**src/rtl/alu_seq.sv**
```systemverilog
// alu_seq: multi-cycle W-bit execution unit with a start/done handshake.
// Single-step ops finish on the accepting edge. Iterative shifts/rotates and
// the shift-add multiply run one step per clock in RUN. Result registers
// change only on a completing edge or on reset.
module alu_seq #(
  parameter int W   = 8,
  parameter int SHW = $clog2(W)
) (
  input  logic         clk,
  input  logic         reset,
  input  logic         start,
  input  logic [2:0]   op,
  input  logic [W-1:0] inA,
  input  logic [W-1:0] inB,
  input  logic         sc_in,
  output logic         busy,
  output logic         done,
  output logic [W-1:0] rslt,
  output logic [W-1:0] rslt_hi,
  output logic         sc_o,
  output logic         notequal,
  output logic         lessthan,
  output logic         zero
);

  localparam logic [2:0] OP_PAR = 3'b000;
  localparam logic [2:0] OP_SHL = 3'b001;
  localparam logic [2:0] OP_SHR = 3'b010;
  localparam logic [2:0] OP_CMP = 3'b011;
  localparam logic [2:0] OP_ROL = 3'b100;
  localparam logic [2:0] OP_AND = 3'b101;
  localparam logic [2:0] OP_MUL = 3'b110;
  localparam logic [2:0] OP_ADD = 3'b111;

  typedef enum logic {IDLE, RUN} state_e;

  // One shift-add multiply step: conditionally add the multiplicand into the
  // upper half, then shift the whole product/multiplier register right.
  function automatic logic [2*W-1:0] mul_step(input logic [2*W-1:0] p,
                                              input logic [W-1:0]   m);
    logic [W:0] s;
    s = {1'b0, p[2*W-1:W]} + (p[0] ? {1'b0, m} : {(W+1){1'b0}});
    return {s, p[W-1:1]};
  endfunction

  state_e         state, state_n;
  logic [SHW-1:0] cnt, cnt_n;
  logic [2:0]     op_r, op_n;
  logic [W-1:0]   a_r, a_n, m_r, m_n;
  logic           sc_r, sc_n, fill_r, fill_n;
  logic [2*W-1:0] p_r, p_n;

  logic           done_n, sco_n, ne_n, lt_n, z_n;
  logic [W-1:0]   rslt_n, hi_n;

  // Step source: live inputs on the accepting edge, working registers in RUN.
  logic [2:0]     src_op;
  logic [W-1:0]   src_a, src_m;
  logic           src_fill;
  logic [2*W-1:0] src_p, p_step;
  logic [W-1:0]   sh_a;
  logic           sh_sc;
  logic [SHW-1:0] n;
  logic [W:0]     add_sum;

  // Completion candidates
  logic           fin, f_sc, f_ne, f_lt;
  logic [W-1:0]   f_r, f_hi;

  assign busy = (state == RUN);
  assign n    = inB[SHW-1:0];

  // Select step operands and compute one shift/rotate/multiply step
  always_comb begin
    src_op   = (state == IDLE) ? op    : op_r;
    src_a    = (state == IDLE) ? inA   : a_r;
    src_fill = (state == IDLE) ? sc_in : fill_r;
    src_m    = (state == IDLE) ? inA   : m_r;
    src_p    = (state == IDLE) ? {{W{1'b0}}, inB} : p_r;
    p_step   = mul_step(src_p, src_m);
    add_sum  = {1'b0, inA} + {1'b0, inB} + {{W{1'b0}}, sc_in};
    sh_a     = src_a;
    sh_sc    = 1'b0;
    case (src_op)
      OP_SHL:  {sh_sc, sh_a} = {src_a, src_fill};
      OP_SHR:  {sh_a, sh_sc} = {src_fill, src_a};
      OP_ROL:  begin
        sh_a  = {src_a[W-2:0], src_a[W-1]};
        sh_sc = src_a[W-1];
      end
      default: ;
    endcase
  end

  // Next-state, working registers and completing-edge outputs
  always_comb begin
    state_n = state;
    cnt_n   = cnt;
    op_n    = op_r;
    a_n     = a_r;
    sc_n    = sc_r;
    fill_n  = fill_r;
    p_n     = p_r;
    m_n     = m_r;
    fin     = 1'b0;
    f_r     = '0;
    f_hi    = '0;
    f_sc    = 1'b0;
    f_ne    = 1'b0;
    f_lt    = 1'b0;
    unique case (state)
      IDLE: if (start) begin
        op_n   = op;
        fill_n = sc_in;
        m_n    = inA;
        a_n    = sh_a;
        sc_n   = sh_sc;
        p_n    = p_step;
        case (op)
          OP_PAR: begin fin = 1'b1; f_r = {{(W-1){1'b0}}, ^inA}; end
          OP_CMP: begin
            fin  = 1'b1;
            f_r  = inA - inB;
            f_ne = (inA != inB);
            f_lt = (inA < inB);
          end
          OP_AND: begin fin = 1'b1; f_r = inA & inB; end
          OP_ADD: begin fin = 1'b1; {f_sc, f_r} = add_sum; end
          OP_MUL: begin state_n = RUN; cnt_n = SHW'(W-1); end
          default: begin
            // SHL/SHR/ROL: zero amount passes inA through with no carry out
            if (n == '0) begin
              fin = 1'b1; f_r = inA;
            end else if (n == SHW'(1)) begin
              fin = 1'b1; f_r = sh_a; f_sc = sh_sc;
            end else begin
              state_n = RUN; cnt_n = n - SHW'(1);
            end
          end
        endcase
      end
      RUN: begin
        a_n   = sh_a;
        sc_n  = sh_sc;
        p_n   = p_step;
        cnt_n = cnt - SHW'(1);
        if (cnt == SHW'(1)) begin
          fin     = 1'b1;
          state_n = IDLE;
          if (op_r == OP_MUL) {f_hi, f_r} = p_step;
          else begin f_r = sh_a; f_sc = sh_sc; end
        end
      end
    endcase
    done_n = fin;
    rslt_n = fin ? f_r  : rslt;
    hi_n   = fin ? f_hi : rslt_hi;
    sco_n  = fin ? f_sc : sc_o;
    ne_n   = fin ? f_ne : notequal;
    lt_n   = fin ? f_lt : lessthan;
    z_n    = fin ? ((f_r == '0) && (f_hi == '0)) : zero;
  end

  // State, working and result registers; reset wins over start
  always_ff @(posedge clk) begin
    if (reset) begin
      state    <= IDLE;
      cnt      <= '0;
      op_r     <= '0;
      a_r      <= '0;
      sc_r     <= 1'b0;
      fill_r   <= 1'b0;
      p_r      <= '0;
      m_r      <= '0;
      done     <= 1'b0;
      rslt     <= '0;
      rslt_hi  <= '0;
      sc_o     <= 1'b0;
      notequal <= 1'b0;
      lessthan <= 1'b0;
      zero     <= 1'b0;
    end else begin
      state    <= state_n;
      cnt      <= cnt_n;
      op_r     <= op_n;
      a_r      <= a_n;
      sc_r     <= sc_n;
      fill_r   <= fill_n;
      p_r      <= p_n;
      m_r      <= m_n;
      done     <= done_n;
      rslt     <= rslt_n;
      rslt_hi  <= hi_n;
      sc_o     <= sco_n;
      notequal <= ne_n;
      lessthan <= lt_n;
      zero     <= z_n;
    end
  end

endmodule
```
**config.mk**
```make
export PLATFORM = sky130hd
export DESIGN_NAME = alu_seq
export DESIGN_NICKNAME = d
export VERILOG_FILES = /design/src/rtl/alu_seq.sv
export SDC_FILE = /design/constraint.sdc
export NUM_CORES = 1
export LEC_CHECK = 0
export ABC_AREA = 1
export CAP_MARGIN = 30
export CELL_PAD_IN_SITES_DETAIL_PLACEMENT = 0
export CELL_PAD_IN_SITES_GLOBAL_PLACEMENT = 1
export CORE_MARGIN = 2
export CORE_UTILIZATION = 43
export CTS_BUF_LIST = sky130_fd_sc_hd__clkbuf_8
export CTS_CLUSTER_DIAMETER = 150
export DETAILED_ROUTE_END_ITERATION = 10
export GPL_TIMING_DRIVEN = 0
export PLACE_DENSITY_LB_ADDON = 0.1
export RECOVER_POWER = 50
export SLEW_MARGIN = 10
export SYNTH_ARGS = -nofsm -noshare
export SYNTH_HDL_FRONTEND = slang
export SYNTH_SLANG_ARGS = --single-unit
```
**constraint.sdc**
```tcl
create_clock -name clk -period 3.46 [get_ports clk]
set_clock_uncertainty 0.05 [all_clocks]
set_input_delay 0.346 -clock clk [delete_from_list [all_inputs] [get_ports clk]]
set_output_delay 0.346 -clock clk [all_outputs]
set_load 0.005 [all_outputs]
```
# == Yosys cells after proc, flatten, opt, wreduce, memory -nomap -nowiden ==
# Cells that the tools add are included.
# word_totals
ff_bits,61
inputBits,23
output_inout_bits,22
word_cells,101
# classes
addsub,6
order_cmp,1
n_eq_ne,15
n_mux,52
bitwise,2
reduce_logical,11
# ops
cell,count
$mux 8,12
$pmux 8 s5,1
$mux 16,2
$pmux 16 s2,1
$pmux 8 s2,2
$pmux 8 s3,1
$mux 1,20
$add 8x8->9,2
$logic_not 8->1,2
$eq 3x3->1 const B,5
$pmux 1 s2,7
$mux 3,4
$pmux 3 s2,2
$add 9x1->9,1
$eq 3x1->1 const B,3
$and 8x8->8,1
$lt 8x8->1,1
$ne 8x8->1,1
$reduce_or 4->1,2
$reduce_xor 8->1,1
$sub 8x8->8,1
$eq 3x2->1 const B,2
$logic_not 3->1,2
$ne 3x2->1 const B,2
7 further kinds,9

# == Logic depth before layout (Yosys ltp) ==
# Gate-level depths: netlist (run 1).
# logic_depth
ltp_word,10
ltp_mapped,22
mapped_depth_nobuf,20

# == Worst setup path before layout (run 1) ==
# No wires, ideal clock.
# synth_path
path_type,register -> register
startpoint,register state (netlist: busy)
endpoint,register zero
setup_ns,0.068
t_arrival_ns,2.925
setup_slack_ns,0.418
stages_incl_launch_ff,22
period_less_slack_ns,3.042
cell_sequence,dfxtp_1 > buf_6 > buf_6 > buf_2 > nor2_1 > a21oi_1 > inv_1 > nand2_1 > inv_1 > ha_1 > fa_1 > nand3_1 > nand3b_1 > nand3_1 > nand3_1 > nor2_1 > nand2_1 > nor2_1 > nand4_1 > nor3_2 > nand2_1 > a21oi_2
# synth_between
elab_chain_cells,10
word_cells_on_any_way,26
cone_classes,1 x add/sub; 3 x eq/ne; 18 x mux; 1 x bitwise; 3 x reduce/logical
# synth_lines
element,line,rtl
from (decl),46,"state_e state, state_n;"
from (signal assigned),183,state <= state_n;
$mux 3,75,src_op = (state == IDLE) ? op : op_r;
$eq 3x3->1 (tied with other cells),84,case (src_op)
$pmux 8 s3,84,
$mux 8,134,end else if (n == SHW'(1)) begin
$mux 8,132,if (n == '0) begin
$pmux 8 s5,119,case (op)
$mux 8,112,IDLE: if (start) begin
$pmux 8 s2,111,unique case (state)
$logic_not 8->1,161,z_n = fin ? ((f_r == '0) && (f_hi == '0)) : zero;
$logic_and 1x1->1,161,
to (signal assigned),197,zero <= z_n;
to (decl),23,output logic zero
# Several ways; a longest one is shown, not always the timed one.
# A chain may end at the register's enable or synchronous reset.

# == Final worst setup path (run 1) ==
# layout_path
startpoint,input inB[0]
endpoint,register zero
# layout_between
elab_chain_cells,8
word_cells_on_any_way,27
cone_classes,4 x add/sub; 1 x eq/ne; 17 x mux; 1 x bitwise; 4 x reduce/logical
# layout_lines
element,line,rtl
from (decl),14,"input logic [W-1:0] inB,"
branches (longest 8 deep; another with $add 8x8->9),--,
# Parallel ways; which one is timed is not known.

==> impl_metrics.py, run 1 <==
metrics = {
    "outcome": {
        "status": "complete, no violations",
    },
    "finish": {
        "diodes": 0,
        "fin_util": 0.515,
        "drive_above_1_share": 0.0876,
        "register_area_um2": 1220,
        "multiInputGateArea_um2": 3190,
        "num-fill-cells": 1196,
        "fin_cells": 976,
        "fin_area_um2": 5860,
        "final_nets": 885,
        "area_growth_pct": 17.2,
    },
    "yosys": {
        "synth_nets": 832,
        "synth_most_common_cell": "nand2_1",
        "synth_seq_area_share": 0.244,
        "ys_warn_count": 0,
        "synthArstFlopShare": 0,
        "synth_cells": 775,
        "yosysTopAreaCell": "dfxtp_1",
        "avgSynthCellArea_um2": 6.45,
        "ys_ff_latch": 61,
        "yosys_most_used_dff": "dfxtp_1",
        "netlist_area_um2": 5000,
        "synth-edff-count": 0,
        "synth.top_cells.by_area": "dfxtp_1, nand2_1, inv_1",
        "synth_top_area_frac": 0.244,
        "synth.distinct_cells": 51,
        "synth_common_cells": "nand2_1, inv_1, nor2_1, a21oi_1",
    },
    "setup_path": {
        "start_kind": "input port",
        "crit_top_cell": "nand2_1",
        "required_ps": 3700,
        "crit_path_end_kind": "flip-flop",
        "crit_slowest_cell": "clkdlybuf4s50_1",
        "crit_family": "simple AND/OR/NAND/NOR gates",
        "critPathArrivalTime_ps": 3380,
        "crit_path_max_incr_delay_ps": 480,
        "worstSetupPathType": "input port to flip-flop",
        "rr_startpoint": "busy",
        "crit_start": "inB[0]",
        "crit_chain": "clkdlybuf4s50_1 -> inv_1 -> nor2_1 -> a21oi_2 -> inv_1 -> nand2_1 -> inv_1 -> ha_1 -> fa_1 -> nand4_1 -> nand3_1 -> nand2_1 -> nand2_1 -> nand2_1 -> nand2_1 -> nand2_1 -> nand4_1 -> nor3_2 -> nand2_1 -> a21oi_2",
        "critPathBufInv": 4,
        "crit_path_max_fanout": 5,
    },
    "sta": {
        "holdWs_ps": 413,
        "min_period_ps": 3140,
        "report.final.hold_viol_count": 0,
        "relSlewSlack": 0.545,
        "max_freq_mhz": 318,
        "fin_crit_sh": 0.908,
        "setup_ws_ps": 318,
        "final.setup.tns_ps": 0,
        "timing.final.max_slew_violations": 0,
        "rsz0062_at_grt": "false",
        "worst_pin_slew_ps": 680,
        "setup-violations-final": 0,
    },
    "floorplan": {
        "die_w_um": 112,
        "core_area_um2": 11400,
        "ios": 45,
        "die_height_um": 112,
        "start_util": 0.439,
        "rows": 39,
        "dieArea_um2": 12500,
    },
    "pwr": {
        "finalPower_mw": 2.33,
        "p_seq_frac": 0.342,
        "comb_power_share": 0.320,
        "p_clk_frac": 0.337,
        "p_int_mw": 1.49,
        "pwr_density_cell_nw_per_um2": 397,
        "ir_drop_v": 0.000294,
        "switching_share": 0.359,
        "p_leak_nw": 2.99,
        "p_sw_mw": 0.836,
    },
    "route": {
        "final_antenna_net_count": 0,
        "vias_per_cell": 5.38,
        "dr.pass1.iters": 5,
        "vias": 5249,
        "routedWlPerCell_um": 16.8,
        "drt-total-wl_um": 16400,
        "drt_iter0_drc": 468,
        "drc": 0,
    },
    "clock_tree": {
        "clockBufferDepth": 2,
        "cts_tree": "yes",
        "cts_made_buffers": 9,
        "clk_latency_ps": 360,
        "hold_buffers": 0,
        "clock-sinks": 61,
        "post_cts_buffers": 0,
        "root_buffer": "clkbuf_8",
        "htree_levels": 3,
        "clkTransAtPathRegs_ps": 70,
    },
    "grt": {
        "grt_first_pass_wirelength_um": 26700,
        "antenna_found_initial": 0,
        "grt_usage": 0.271,
        "gr-total-overflow": 0,
        "grt_max_degree": 20,
        "grt_pass1_vias": 5062,
    },
    "placement": {
        "place_congestion": 0.936,
        "placed_area_um2": 5620,
        "portBuffers": 44,
        "dp_slack_ps": -211,
        "dpl.hpwl_um": 12800,
        "dpl.cell_count": 962,
    },
    "hold_path": {
        "hp-class": "flip-flop to flip-flop",
        "min_from": "rslt_hi[2]",
    },
    "run": {
        "cap_violations": 0,
    },
}
-- state kept, by name, summed over array words and instances, names as in the netlist --
signal and count:
a_r 8, busy 1, zero 1, done 1, cnt 3, rslt 8
lessthan 1, fill_r 1, p_r 16, rslt_hi 8, op_r 3, notequal 1
m_r 8, sc_o 1
-- power by group through the flow --
stage | combinational, mW | clock (mW) | sequential [mW]
after floorplan | 0.495 | 0 | 0.805
after global placement | 0.730 | 0 | 0.810
after detailed placement | 0.738 | 0 | 0.811
after CTS | 0.743 | 0.793 | 0.796
after global routing | 0.828 | 0.820 | 0.804
final | 0.746 | 0.785 | 0.797
-- layer usage --
layer,vias up,wire length (um),global-route usage,share of wire
li1,2615,-,-,-
met1,2419,7470,0.384,0.45
met2,192,7480,0.429,0.46
met3,23,1160,0.0365,0.070
met4,0,326,0.0864,0.020
met5,-,0,0,0
-- worst reg2reg max path, cell delays in order (launching register included) --
cell and delay, ps:
dfxtp_2 370, buf_8 220, nor2_1 160, a21oi_2 210, inv_1 140, nand2_1 90
inv_1 40, ha_1 210, fa_1 440, nand4_1 150, nand3_1 80, nand2_1 110
nand2_1 60, nand2_1 60, nand2_1 120, nand2_1 140, nand4_1 120, nor3_2 110
nand2_1 70, a21oi_2 110
-- kinds of logic (layout without fill, tap and decap cells) --
group           Yosys count  after routing  share of synthesized area
compound gates          171            171                      0.193
xor+xnor                 12             12                     0.0210
fa+ha+maj                34             34                     0.0927
buf+inv                 148            206                      0.121
flops                    61             61                      0.244
simple gates            349            349                      0.328
-- cell usage in the layout (no fill, tap or decap), drive strengths merged, types with 2 or more instances in the layout --
cell,instances
clkbuf,25
clkinv,2
bufinv,3
nor3,4
fa,5
or2,3
nand2,187
xor2,5
dlygate4sd3,24
buf,9
nand3b,4
dfxtp,61
inv,122
nor2,76
a211oi,3
nand4,14
xnor2,7
a31oi,2
o21bai,7
o21ai,66
a21oi,73
ha,29
nand3,58
o211ai,10
a22oi,3
clkdlybuf4s50,20
-- repair_timing --
action                                  in CTS  in global routing
endpoints found under the hold margin        0                  0
resized for setup                            2                  3
endpoints found under the setup margin       1                  1
-- path summary, 6_finish.rpt --
check               end  slack (ps)  cells past startpoint
max                zero         320                     20
min          rslt_hi[2]         410                      2
max reg2reg        zero         340                     19
min reg2reg  rslt_hi[2]         410                      2
-- final cells by class --
cell class | instances | share of cell area
Clock buffer | 9 | 0.0211
Timing Repair Buffer | 44 | 0.0752
Multi-Input combinational cell | 566 | 0.544
Clock inverter | 7 | 0.0197
Tap cell | 143 | 0.0305
Sequential cell | 61 | 0.209
Buffer | 25 | 0.0226
Inverter | 121 | 0.0780
No activity file was read; power rests on OpenSTA's default activity.
==> inputs of run 2 (changes only) <==
--- a/config.mk
+++ b/config.mk
@@ -13,6 +13,7 @@
 export CORE_UTILIZATION = 43
 export CTS_BUF_LIST = sky130_fd_sc_hd__clkbuf_8
 export CTS_CLUSTER_DIAMETER = 150
+export CTS_CLUSTER_SIZE = 24
 export DETAILED_ROUTE_END_ITERATION = 10
 export GPL_TIMING_DRIVEN = 0
 export PLACE_DENSITY_LB_ADDON = 0.1
==> results of run 2 <==
Final layout, timing and power as in run 1 (identical DEF).
==> inputs of run 3 (changes only) <==
--- a/config.mk
+++ b/config.mk
@@ -6,14 +6,13 @@
 export NUM_CORES = 1
 export LEC_CHECK = 0
 export ABC_AREA = 1
-export CAP_MARGIN = 30
 export CELL_PAD_IN_SITES_DETAIL_PLACEMENT = 0
 export CELL_PAD_IN_SITES_GLOBAL_PLACEMENT = 1
 export CORE_MARGIN = 2
 export CORE_UTILIZATION = 43
 export CTS_BUF_LIST = sky130_fd_sc_hd__clkbuf_8
 export CTS_CLUSTER_DIAMETER = 150
-export CTS_CLUSTER_SIZE = 24
+export CTS_CLUSTER_SIZE = 8
 export DETAILED_ROUTE_END_ITERATION = 10
 export GPL_TIMING_DRIVEN = 0
 export PLACE_DENSITY_LB_ADDON = 0.1
==> constraint.sdc (replaced) <==
create_clock -name clk -period 3.46 [get_ports clk]
set_clock_uncertainty 0.05 [all_clocks]
set_input_delay 1.038 -clock clk [delete_from_list [all_inputs] [get_ports clk]]
set_output_delay 1.038 -clock clk [all_outputs]
set_load 0.005 [all_outputs]
==> impl_metrics.py, run 3 (synthesis gave the netlist of run 1 again) <==
metrics = {
    "floorplan": {
        "die_w_um": 112,
        "ios": 45,
        "rows": 39,
        "start_util": 0.439,
        "dieArea_um2": 12500,
        "die_height_um": 112,
        "core_area_um2": 11400,
    },
    "run": {
        "cap_violations": 0,
    },
    "pwr": {
        "finalPower_mw": 2.36,
        "p_clk_frac": 0.333,
        "p_leak_nw": 3.07,
        "comb_power_share": 0.329,
        "p_int_mw": 1.51,
        "p_seq_frac": 0.338,
        "ir_drop_v": 0.000294,
        "p_sw_mw": 0.849,
        "switching_share": 0.360,
        "pwr_density_cell_nw_per_um2": 390,
    },
    "placement": {
        "placed_area_um2": 5620,
        "portBuffers": 44,
        "dpl.cell_count": 962,
        "dpl.hpwl_um": 12800,
        "place_congestion": 0.936,
        "dp_slack_ps": -903,
    },
    "route": {
        "routedWlPerCell_um": 16.9,
        "dr.pass1.iters": 7,
        "vias": 5330,
        "drc": 0,
        "final_antenna_net_count": 0,
        "vias_per_cell": 5.41,
        "drt-total-wl_um": 16600,
        "drt_iter0_drc": 410,
    },
    "finish": {
        "largest_register_ffs": 16,
        "mostFrequentLayoutCell": "nand2_1",
        "final_nets": 894,
        "diodes": 0,
        "drive_above_1_share": 0.132,
        "fin_cells": 985,
        "fin_area_um2": 6050,
        "area_growth_pct": 21.2,
        "num-fill-cells": 1175,
        "top_register": "p_r",
        "final_cell_mix": "nand2_1, inv_1, nor2_1, a21oi_1, o21ai_0",
    },
    "hold_path": {
        "whs_path_depth": 2,
        "hp-class": "flip-flop to flip-flop",
    },
    "clock_tree": {
        "root_buffer": "clkbuf_8",
        "clock-sinks": 61,
        "clkTransAtPathRegs_ps": 70,
        "clockBufferDepth": 2,
        "cts_tree": "yes",
        "htree_levels": 3,
        "cts_made_buffers": 9,
        "clk_latency_ps": 360,
    },
    "setup_path": {
        "required_ps": 3640,
        "ff2ff_setup_slack_ps": 320,
        "critPathArrivalTime_ps": 3410,
        "rr_startpoint": "busy",
        "rr_worst_depth": 19,
        "crit_end": "zero",
        "crit_path_end_kind": "flip-flop",
        "reg2reg_to": "zero",
        "crit_path_max_fanout": 8,
        "start_kind": "input port",
        "worstSetupPathType": "input port to flip-flop",
        "crit_start": "inA[6]",
    },
    "sta": {
        "fin_crit_sh": 0.936,
        "min_period_ps": 3240,
        "relSlewSlack": 0.548,
        "worst_pin_slew_ps": 678,
        "max_freq_mhz": 309,
        "setup_ws_ps": 221,
        "timing.final.max_slew_violations": 0,
        "report.final.hold_viol_count": 0,
        "setup-violations-final": 0,
    },
    "grt": {
        "antenna_found_initial": 0,
        "gr-total-overflow": 0,
        "grt_pass1_vias": 5087,
        "grt_max_degree": 12,
        "grt_usage": 0.272,
        "grt_first_pass_wirelength_um": 26800,
    },
    "outcome": {
        "status": "complete, no violations",
    },
}
==> run 3: cell count changes in the layout (fill, tap and decap cells not counted), sizes merged <==
cell,delta
buf,+10
clkdlybuf4s50,-7
dlygate4sd2,+3
dlymetal6s2s,+3
clkdlybuf4s15,+1
dlygate4sd3,-1
==> run 3: what timing repair did <==
action,CTS,global route
setup buffers,3,5
gates resized for setup,22,30
pin swaps,0,6
setup endpoints to repair,10,4
hold buffers,0,0
==> run 3: area by class of cell <==
type	instances	area, um^2	share of cell area
Inverter	121	459	0.0758
Clock inverter	7	115	0.0190
Buffer	26	153	0.0252
Sequential cell	61	1220	0.202
Tap cell	143	179	0.0296
Clock buffer	9	124	0.0205
Timing Repair Buffer	52	499	0.0825
Multi-Input combinational cell	566	3300	0.546
==> run 3: stage by stage <==
stage	utilization	TNS, ps	hold WS [ps]
after detailed placement	0.494	-8990	396
after global routing	0.533	-8.99	435
final	0.533	0	409
after CTS	0.522	0	407
after global placement	0.494	-8090	394
after floorplan	-	0	375
==> run 3: worst max-delay path, stage by stage <==
cell and delay, ps:
clkdlybuf4s50_1 630, nand2_1 180, o21ai_0 150, nand2_1 100
inv_1 40, ha_1 340, a21oi_1 150, nand3_1 100
xor2_1 240, nand2_1 160, nand3_1 130, nor3_2 50
nand2_1 60, a21oi_2 50
==> run 3: worst min-delay path by stage <==
| stage | from | end |
|---|---|---|
| after floorplan | m_r[6] | m_r[6] |
| after global placement | m_r[6] | m_r[6] |
| after detailed placement | m_r[6] | m_r[6] |
| after CTS | m_r[6] | m_r[6] |
| after global routing | rslt_hi[0] | rslt_hi[0] |
| final | m_r[6] | m_r[6] |
==> run 3: per-layer routing <==
metal  GRT usage  wire [um]
met3      0.0370       1140
met1       0.385       7690
met4      0.0897        374
met5           0          0
met2       0.427       7440
==> run 3: power groups by stage <==
stage	combinational, mW	clock [mW]	sequential (mW)
after floorplan	0.495	0	0.805
after global placement	0.730	0	0.810
after detailed placement	0.738	0	0.811
after CTS	0.754	0.793	0.796
after global routing	0.860	0.820	0.804
final	0.777	0.785	0.797
